File: config.mk
export PLATFORM = sky130hd
export DESIGN_NAME = jk_bank_sequencer
export DESIGN_NICKNAME = d
export VERILOG_FILES = /design/src/rtl/jk_bank_sequencer.sv
export SDC_FILE = /design/constraint.sdc
export NUM_CORES = 1
export LEC_CHECK = 0
export BUFFER_PORTS_ARGS = -buffer_cell sky130_fd_sc_hd__buf_2
export CAP_MARGIN = 0
export CORE_MARGIN = 5
export CORE_UTILIZATION = 51
export CTS_CLUSTER_DIAMETER = 40
export DETAILED_ROUTE_END_ITERATION = 12
export MAX_ROUTING_LAYER = met4
export PLACE_DENSITY = 0.89
export SLEW_MARGIN = 10
export SYNTH_ARGS = -nofsm -noshare
export SYNTH_HDL_FRONTEND = slang
export SYNTH_SLANG_ARGS = --single-unit
File: constraint.sdc
create_clock -name clk -period 4.45 [get_ports clk]
set_clock_uncertainty 0.15 [all_clocks]
set_input_delay 0 -clock clk [delete_from_list [all_inputs] [get_ports clk]]
set_output_delay 0 -clock clk [all_outputs]
set_load 0.02 [all_outputs]
File: src/rtl/jk_bank_sequencer.sv
// jk_bank_sequencer: round-robin shared N-bit master-slave JK bank sequencer.
// Ports:
//   clk, rst          - clock, synchronous active-high reset
//   req[1:0]          - level requests, held until the matching ack bit
//   op0/mask0         - requester 0 opcode and bit select
//   op1/mask1         - requester 1 opcode and bit select
//   ack[1:0]          - one-cycle grant pulse during the first MASTER cycle
//   busy              - high in MASTER and SLAVE
//   j_vec/k_vec       - J/K inputs to the bank, zero outside MASTER
//   q                 - slave (visible) bank state
//   done/err          - one-cycle completion pulse; err flags an illegal opcode
module jk_bank_sequencer #(
    parameter int N = 4
) (
    input  logic         clk,
    input  logic         rst,
    input  logic [1:0]   req,
    input  logic [2:0]   op0,
    input  logic [N-1:0] mask0,
    input  logic [2:0]   op1,
    input  logic [N-1:0] mask1,
    output logic [1:0]   ack,
    output logic         busy,
    output logic [N-1:0] j_vec,
    output logic [N-1:0] k_vec,
    output logic [N-1:0] q,
    output logic         done,
    output logic         err
);
    typedef enum logic [1:0] {IDLE, MASTER, SLAVE} state_t;
    state_t state, state_nx;
    logic [2:0] op_l;
    logic [N-1:0] mask_l, m, up, dn;
    logic last_grant, win;
    // Requester 1 wins when it is alone, or on a tie when requester 0 was served last.
    assign win = req[1] & (~req[0] | ~last_grant);
    assign busy = state != IDLE;
    // up[i]/dn[i]: all lower bits are ones/zeros, i.e. bit i flips when counting.
    always_comb begin
        up[0] = 1'b1;
        dn[0] = 1'b1;
        for (int i = 1; i < N; i++) begin
            up[i] = up[i-1] & q[i-1];
            dn[i] = dn[i-1] & ~q[i-1];
        end
    end
    always_comb begin
        j_vec = '0;
        k_vec = '0;
        if (state == MASTER)
            case (op_l)
                3'b001: j_vec = mask_l;
                3'b010: k_vec = mask_l;
                3'b011: {j_vec, k_vec} = {mask_l, mask_l};
                3'b100: {j_vec, k_vec} = {up, up};
                3'b101: {j_vec, k_vec} = {dn, dn};
                default: ;
            endcase
    end
    always_comb begin
        state_nx = IDLE;
        case (state)
            IDLE:    state_nx = |req ? MASTER : IDLE;
            MASTER:  state_nx = SLAVE;
            default: state_nx = IDLE;
        endcase
    end
    always_ff @(posedge clk) begin
        if (rst) begin
            state      <= IDLE;
            q          <= '0;
            m          <= '0;
            op_l       <= '0;
            mask_l     <= '0;
            last_grant <= 1'b1;
            ack        <= '0;
            done       <= 1'b0;
            err        <= 1'b0;
        end else begin
            state <= state_nx;
            ack   <= '0;
            done  <= 1'b0;
            err   <= 1'b0;
            if (state == IDLE && |req) begin
                op_l       <= win ? op1 : op0;
                mask_l     <= win ? mask1 : mask0;
                last_grant <= win;
                ack        <= win ? 2'b10 : 2'b01;
            end
            if (state == MASTER)
                m <= (j_vec & ~q) | (~k_vec & q);
            if (state == SLAVE) begin
                q    <= m;
                done <= 1'b1;
                err  <= &op_l[2:1];
            end
        end
    end
endmodule

==> results of run 1 <==
==> area by class of cell <==
cell class | count | area, um^2
clock buffer | 3 | 22.5
fill | 172 | 546
inverter | 7 | 26.3
multi-input combinational | 94 | 642
clock inverter | 1 | 30.0
timing repair buffer | 60 | 428
sequential | 22 | 440
tap | 28 | 35.0
==> cell usage in the layout, fill, tap and decap left out, types with 2 or more instances in the layout <==
| master | count |
|---|---|
| nor3_1 | 3 |
| o21ai_0 | 2 |
| nand2_1 | 7 |
| nor2b_1 | 4 |
| nand3b_1 | 4 |
| mux2i_1 | 10 |
| nand2b_1 | 3 |
| dfxtp_1 | 22 |
| inv_1 | 7 |
| or3_1 | 2 |
| ha_1 | 3 |
| a21oi_1 | 5 |
| and2_1 | 2 |
| a211oi_1 | 8 |
| dlygate4sd3_1 | 25 |
| nor2_1 | 20 |
| buf_2 | 34 |
| or2_2 | 2 |
| a32oi_1 | 3 |
| clkbuf_4 | 3 |
==> final timing paths <==
| path | endpoint | slack [ns] | depth (start not counted) |
|---|---|---|---|
| hold / removal | m[0]$_SDFFE_PP0P_ | 0.33 | 2 |
| hold reg to reg | m[0]$_SDFFE_PP0P_ | 0.33 | 2 |
| setup / recovery | op_l[2]$_SDFFE_PP0P_ | 1.94 | 8 |
| setup reg to reg | op_l[2]$_SDFFE_PP0P_ | 1.95 | 6 |
==> power groups by stage <==
| stage | clock, mW | sequential (mW) | combinational, mW |
|---|---|---|---|
| 2_1_floorplan | 0 | 0.225 | 0.0646 |
| 3_3_place_gp | 0 | 0.225 | 0.0845 |
| 6_report | 0.154 | 0.223 | 0.119 |
| 3_5_place_dp | 0 | 0.227 | 0.0878 |
| 4_1_cts | 0.157 | 0.222 | 0.114 |
| 5_1_grt | 0.167 | 0.226 | 0.129 |
==> worst min-delay path: stages (launching register included) <==
cell and delay, ns:
dfxtp_1 0.34, nand2_1 0.05, a21oi_1 0.06
==> per-layer routing <==
layer / GRT usage (%) / wire length [um]
met1: 21.3 / 1200
met2: 36.0 / 1600
met3: 3.85 / 243
met4: 10.6 / 99
met5: - / 0
==> registers in the layout, summed over array words and instances, names as in the netlist <==
signal / flops
ack: 2
m: 4
state: 2
done: 1
q: 4
mask_l: 4
last_grant: 1
err: 1
op_l: 3
==> stage by stage <==
stage	cells	hold WS [ns]	util (%)	worst slack, ns
after floorplan	130	-0.0709	-	2.69
after global placement	186	0.188	60.9	2.86
after detailed placement	186	0.205	60.9	2.75
after CTS	215	0.339	74.9	2.01
after global routing	215	0.366	74.9	1.79
final	215	0.331	74.9	1.94
==> logic make-up (layout without fill, tap and decap cells) <==
kind of cell	after synthesis	count (layout)	synth area share (%)
buf+inv	14	71	5.67
flops	22	22	38.4
xor+xnor	1	1	0.763
compound gates	27	27	18.9
fa+ha+maj	3	3	3.27
simple gates	53	53	24.3
mux	10	10	8.72
==> run_results.csv, run 1 <==
group,metric,value,unit
floorplan,fp.dieW,57.4,um
final_layout,final_layout_size_suffix_gt1_share,25.7,%
worst_setup_path,timing.rr.start,"last_grant$_SDFFE_PP1P_",
logic_synthesis,synth_seq_cells,22,
logic_synthesis,yosysWarnings,0,
logic_synthesis,syn_nets,151,
worst_setup_path,critPathMaxStageDelay,0.59,ns
grt,grt_usage,20.4,%
grt,antenna_found_initial,0,
clock_network,cts.hold.buffers_added,25,
logic_synthesis,yosysTopAreaCell,"dfxtp_1",
pwr,p_int,361,uW
worst_setup_path,startpoint_type,"input port",
pwr,p_comb_share,23.9,%
worst_setup_path,critPathCaptureType,"flop",
outcome,status,"completed",
worst_setup_path,cp.required,4.51,ns
timing,worst_pin_slew,0.605,ns
timing,setup_viol,0,
logic_synthesis,synth-edff-count,0,
pwr,pwr-share-seq,45.0,%
timing,max_freq,0.399,GHz
floorplan,io_pins,35,
worst_setup_path,critical_path_buf_inv_count,5,
pwr,power.leakage,0.727,nW
worst_setup_path,cpMostUsedCell,"dlygate4sd3_1",
detailed_routing,remaining_drc_errors,0,
logic_synthesis,yosysMostFrequentCell,"dfxtp_1",
logic_synthesis,yosys-top-cells-count,"dfxtp_1, nor2_1, mux2i_1",
pwr,power.share.clock,31.1,%
worst_setup_path,crit_fanout,8,
detailed_routing,avgRoutedWirePerCell,14.6,um
final_layout,area_growth,41.5,%
detailed_routing,vias,1192,
worst_setup_path,path_delay_family,"buffers and inverters",
place,numPortBuffers,34,
run,cap_violations,0,
timing,drv_slew,0,
logic_synthesis,syn_avg_cell_area,8.83,um^2
min_path,hp-class,"reg2reg",
pwr,ir_drop,0.363,mV
logic_synthesis,async_flop_share,0,%
grt,grt.overflow.total,0,
floorplan,core,2170,um^2
floorplan,start_util,52.9,%
final_layout,antennaDiodeCount,0,
timing,rsz0062_at_grt,"no",
floorplan,die-area,3300,um^2
pwr,power.density,305,nW/um^2
detailed_routing,totalWireLength,3.14,mm
clock_network,cts_resized,0,
logic_synthesis,ys.flop_type,"dfxtp_1",
timing,final_hold_viol_count,0,
clock_network,clock_latency,0.31,ns
pwr,switching_share,27.2,%
detailed_routing,ant_nets,0,
worst_setup_path,worstPathCellList,"dlygate4sd3_1 -> buf_2 -> a21boi_0 -> buf_4 -> mux2i_1 -> dlygate4sd3_1 -> a211oi_1 -> dlygate4sd3_1",
timing,period_share,56.3,%
clock_network,clk_pin_slew_worst_paths,0.13,ns
logic_synthesis,synth_top_area_share,38.4,%
clock_network,cts.sinks,22,
clock_network,cts_tree,"done",
pwr,fin_total_pwr,495,uW
detailed_routing,drtIter0Drc,42,
detailed_routing,drtPass1Iterations,4,
min_path,hold_start,"m[0]$_SDFFE_PP0P_",
clock_network,htreeDepth,1,
timing,tns,0,ns
final_layout,fin_area,1620,um^2
logic_synthesis,synth_area,1150,um^2
timing,final.min_clock_period,2.51,ns
clock_network,cts_buffer_depth,2,
place,hpwlAfterDp,1.95,mm
floorplan,die_h,57.4,um
detailed_routing,viasPerCell,5.54,
logic_synthesis,synthCells,130,
grt,grt_pass1_wl,5.15,mm
logic_synthesis,synth-seq-area-share,38.4,%
final_layout,num-nets-final,209,
clock_network,cts_setup_buffers,0,
grt,grt_max_degree,23,
worst_setup_path,worstPathArrival,2.57,ns
grt,grt_pass1_vias,1170,
logic_synthesis,synth.area.top_cells,"dfxtp_1, mux2i_1, nor2_1",
clock_network,cts-root-buf,"clkbuf_4",
worst_setup_path,path_class,"in2reg",
worst_setup_path,cp-startpoint,"req[0]",
worst_setup_path,cpMaxStageDelayCell,"dlygate4sd3_1",
timing,slew_headroom,59.6,%
place,gp_congestion,1.03,
logic_synthesis,synth_cell_types,38,
place,dpl_cell_area,1320,um^2
pwr,power_switching,135,uW
floorplan,rows,17,
clock_network,numCtsBuffers,3,
(Power assumes the default switching activity.)
==> run 2, diff against run 1 <==
CORE_UTILIZATION = 45   (was 51)
PLACE_DENSITY = 0.84   (was 0.89)
clock period = 2.3 ns   (was 4.45 ns; I/O delays follow)
==> run 2 against run 1 <==
Compared with the run above:
- die area up 11%
- design area fell by 7.0%
- non-clock buffer count down 10
- cell count fell by 3.7%
- first-iteration DRC count up 19%
- via count decreased by 6.0%
- critical path depth down 3
==> run_results.csv, run 2 (synthesis results as in run 1) <==
group,metric,value,unit
floorplan,core,2450,um^2
clock_network,cts-root-buf,"clkbuf_4",
worst_setup_path,crit_fanout,8,
timing,drv_slew,0,
detailed_routing,viasPerCell,5.42,
detailed_routing,ant_nets,0,
place,hpwlAfterDp,2.13,mm
clock_network,cts_buffer_depth,2,
detailed_routing,avgRoutedWirePerCell,14.8,um
detailed_routing,drtIter0Drc,50,
grt,grt.overflow.total,0,
min_path,hold_depth,4,
detailed_routing,totalWireLength,3.06,mm
worst_setup_path,cp.required,2.15,ns
final_layout,ff_latch_area,440,um^2
min_path,hp-class,"in2reg",
final_layout,area_growth,31.6,%
clock_network,cts_tree,"done",
worst_setup_path,ff2ff_setup_slack,0.42,ns
floorplan,rows,18,
worst_setup_path,r2r-end,"mask_l[3]$_SDFFE_PP0P_",
final_layout,final_core_util,61.5,%
detailed_routing,drtPass1Iterations,5,
worst_setup_path,startpoint_type,"flop",
timing,rsz0062_at_grt,"no",
floorplan,die-area,3660,um^2
floorplan,io_pins,35,
worst_setup_path,critical_path_buf_inv_count,2,
clock_network,clock_latency,0.31,ns
final_layout,multiInputGateArea,642,um^2
final_layout,nFillCells,237,
timing,slew_headroom,58.0,%
pwr,power.leakage,0.666,nW
pwr,ir_drop,0.431,mV
final_layout,reg.largest.list,"m (4), mask_l (4), q (4)",
timing,hold_slack,0.0100,ns
final_layout,layout_commonest_cell,"buf_2",
detailed_routing,wl_met3,187,um
timing,tns,0,ns
final_layout,final_layout_size_suffix_gt1_share,27.1,%
detailed_routing,wl_met2,1.62,mm
clock_network,cts_resized,0,
detailed_routing,wl_met1,1.22,mm
clock_network,clk_pin_slew_worst_paths,0.12,ns
final_layout,antennaDiodeCount,0,
place,gp_congestion,0.889,
detailed_routing,top_layer,"met4",
final_layout,layout_common_cells,"buf_2, dfxtp_1, nor2_1",
grt,grt_max_degree,23,
worst_setup_path,worstPathArrival,1.88,ns
worst_setup_path,reg2reg_depth,5,
worst_setup_path,timing.rr.start,"last_grant$_SDFFE_PP1P_",
floorplan,fp.dieW,60.5,um
worst_setup_path,critPathMaxStageDelay,0.53,ns
place,numPortBuffers,34,
timing,period_share,88.4,%
min_path,hold_start,"req[1]",
clock_network,numCtsBuffers,3,
final_layout,num-nets-final,199,
grt,grt_pass1_vias,1144,
timing,final_hold_viol_count,0,
worst_setup_path,cpMaxStageDelayCell,"dfxtp_1",
grt,antenna_found_initial,0,
detailed_routing,remaining_drc_errors,0,
worst_setup_path,path_class,"reg2out",
outcome,status,"completed",
worst_setup_path,path_delay_family,"flip-flops",
pwr,power.density,563,nW/um^2
floorplan,die_h,60.5,um
timing,final.min_clock_period,2.03,ns
worst_setup_path,worstPathCellList,"and3b_2 -> or2_2 -> a32oi_1 -> inv_1 -> buf_2",
grt,grt_pass1_wl,5.03,mm
floorplan,start_util,46.7,%
run,cap_violations,0,
timing,setup_viol,0,
detailed_routing,vias,1121,
timing,max_freq,0.492,GHz
grt,grt_usage,19.1,%
clock_network,htreeDepth,1,
timing,worst_pin_slew,0.628,ns
worst_setup_path,critPathCaptureType,"primary output",
clock_network,cts.sinks,22,
min_path,hold_path_end,"state[0]$_SDFF_PP0_",
run 2: cell types whose count changed in the layout (fill, tap and decap cells not counted):
| cell | before | now |
|---|---|---|
| bufinv_16 | 1 | 0 |
| clkbuf_8 | 0 | 1 |
| dlygate4sd3_1 | 25 | 15 |
run 2: worst max path at each step:
stage                                    start                end  slack (ns)  cells past startpoint
after detailed placement  op_l[2]$_SDFFE_PP0P_  m[2]$_SDFFE_PP0P_        0.59                      5
after floorplan              q[0]$_SDFFE_PP0P_  m[3]$_SDFFE_PP0P_        0.54                      5
after global placement    op_l[1]$_SDFFE_PP0P_  m[3]$_SDFFE_PP0P_        0.65                      5
after global routing      op_l[0]$_SDFFE_PP0P_           j_vec[2]        0.19                      5
final                     op_l[0]$_SDFFE_PP0P_           j_vec[2]        0.27                      5
after CTS                 op_l[0]$_SDFFE_PP0P_           j_vec[2]        0.30                      5
run 2: through the flow:
step                total power, mW  setup WS [ns]  instance area [um^2]  instances
finish                        0.850          0.268                  1510        207
detailed placement            0.611          0.590                  1320        188
CTS                           0.846          0.301                  1510        207
floorplan                     0.560          0.540                  1150        130
global route                  0.890          0.187                  1510        207
global placement              0.605          0.650                  1320        188
run 2: tightest hold or removal path: stages:
cell    delay (ns)
buf_2         0.10
nor2_1        0.14
or2_2         0.15
nor2_1        0.04
run 2: what timing repair did:
| item | 4_1_cts | 5_1_grt |
|---|---|---|
| endpoints found under the hold margin | 17 | 0 |
| setup buffers | 0 | 0 |
| hold buffers | 15 | 0 |
run 2: layout make-up:
type / count / area share (%)
Multi-Input combinational cell: 94 / 42.5
Sequential cell: 22 / 29.2
Timing Repair Buffer: 50 / 21.7
Tap cell: 30 / 2.49
Clock buffer: 4 / 2.40
Inverter: 7 / 1.74
run 2: where the power goes:
group / internal [mW] / switching, mW
Combinational: 0.0951 / 0.107
Clock: 0.0967 / 0.121
Sequential: 0.406 / 0.0248
Total: 0.598 / 0.252
run 2: routing by layer:
metal  up-vias  global-route usage (%)
li1        552                       -
met1       525                    20.3
met2        40                    35.0
met3         4                    4.04
met4         0                    5.88
met5         -                       -
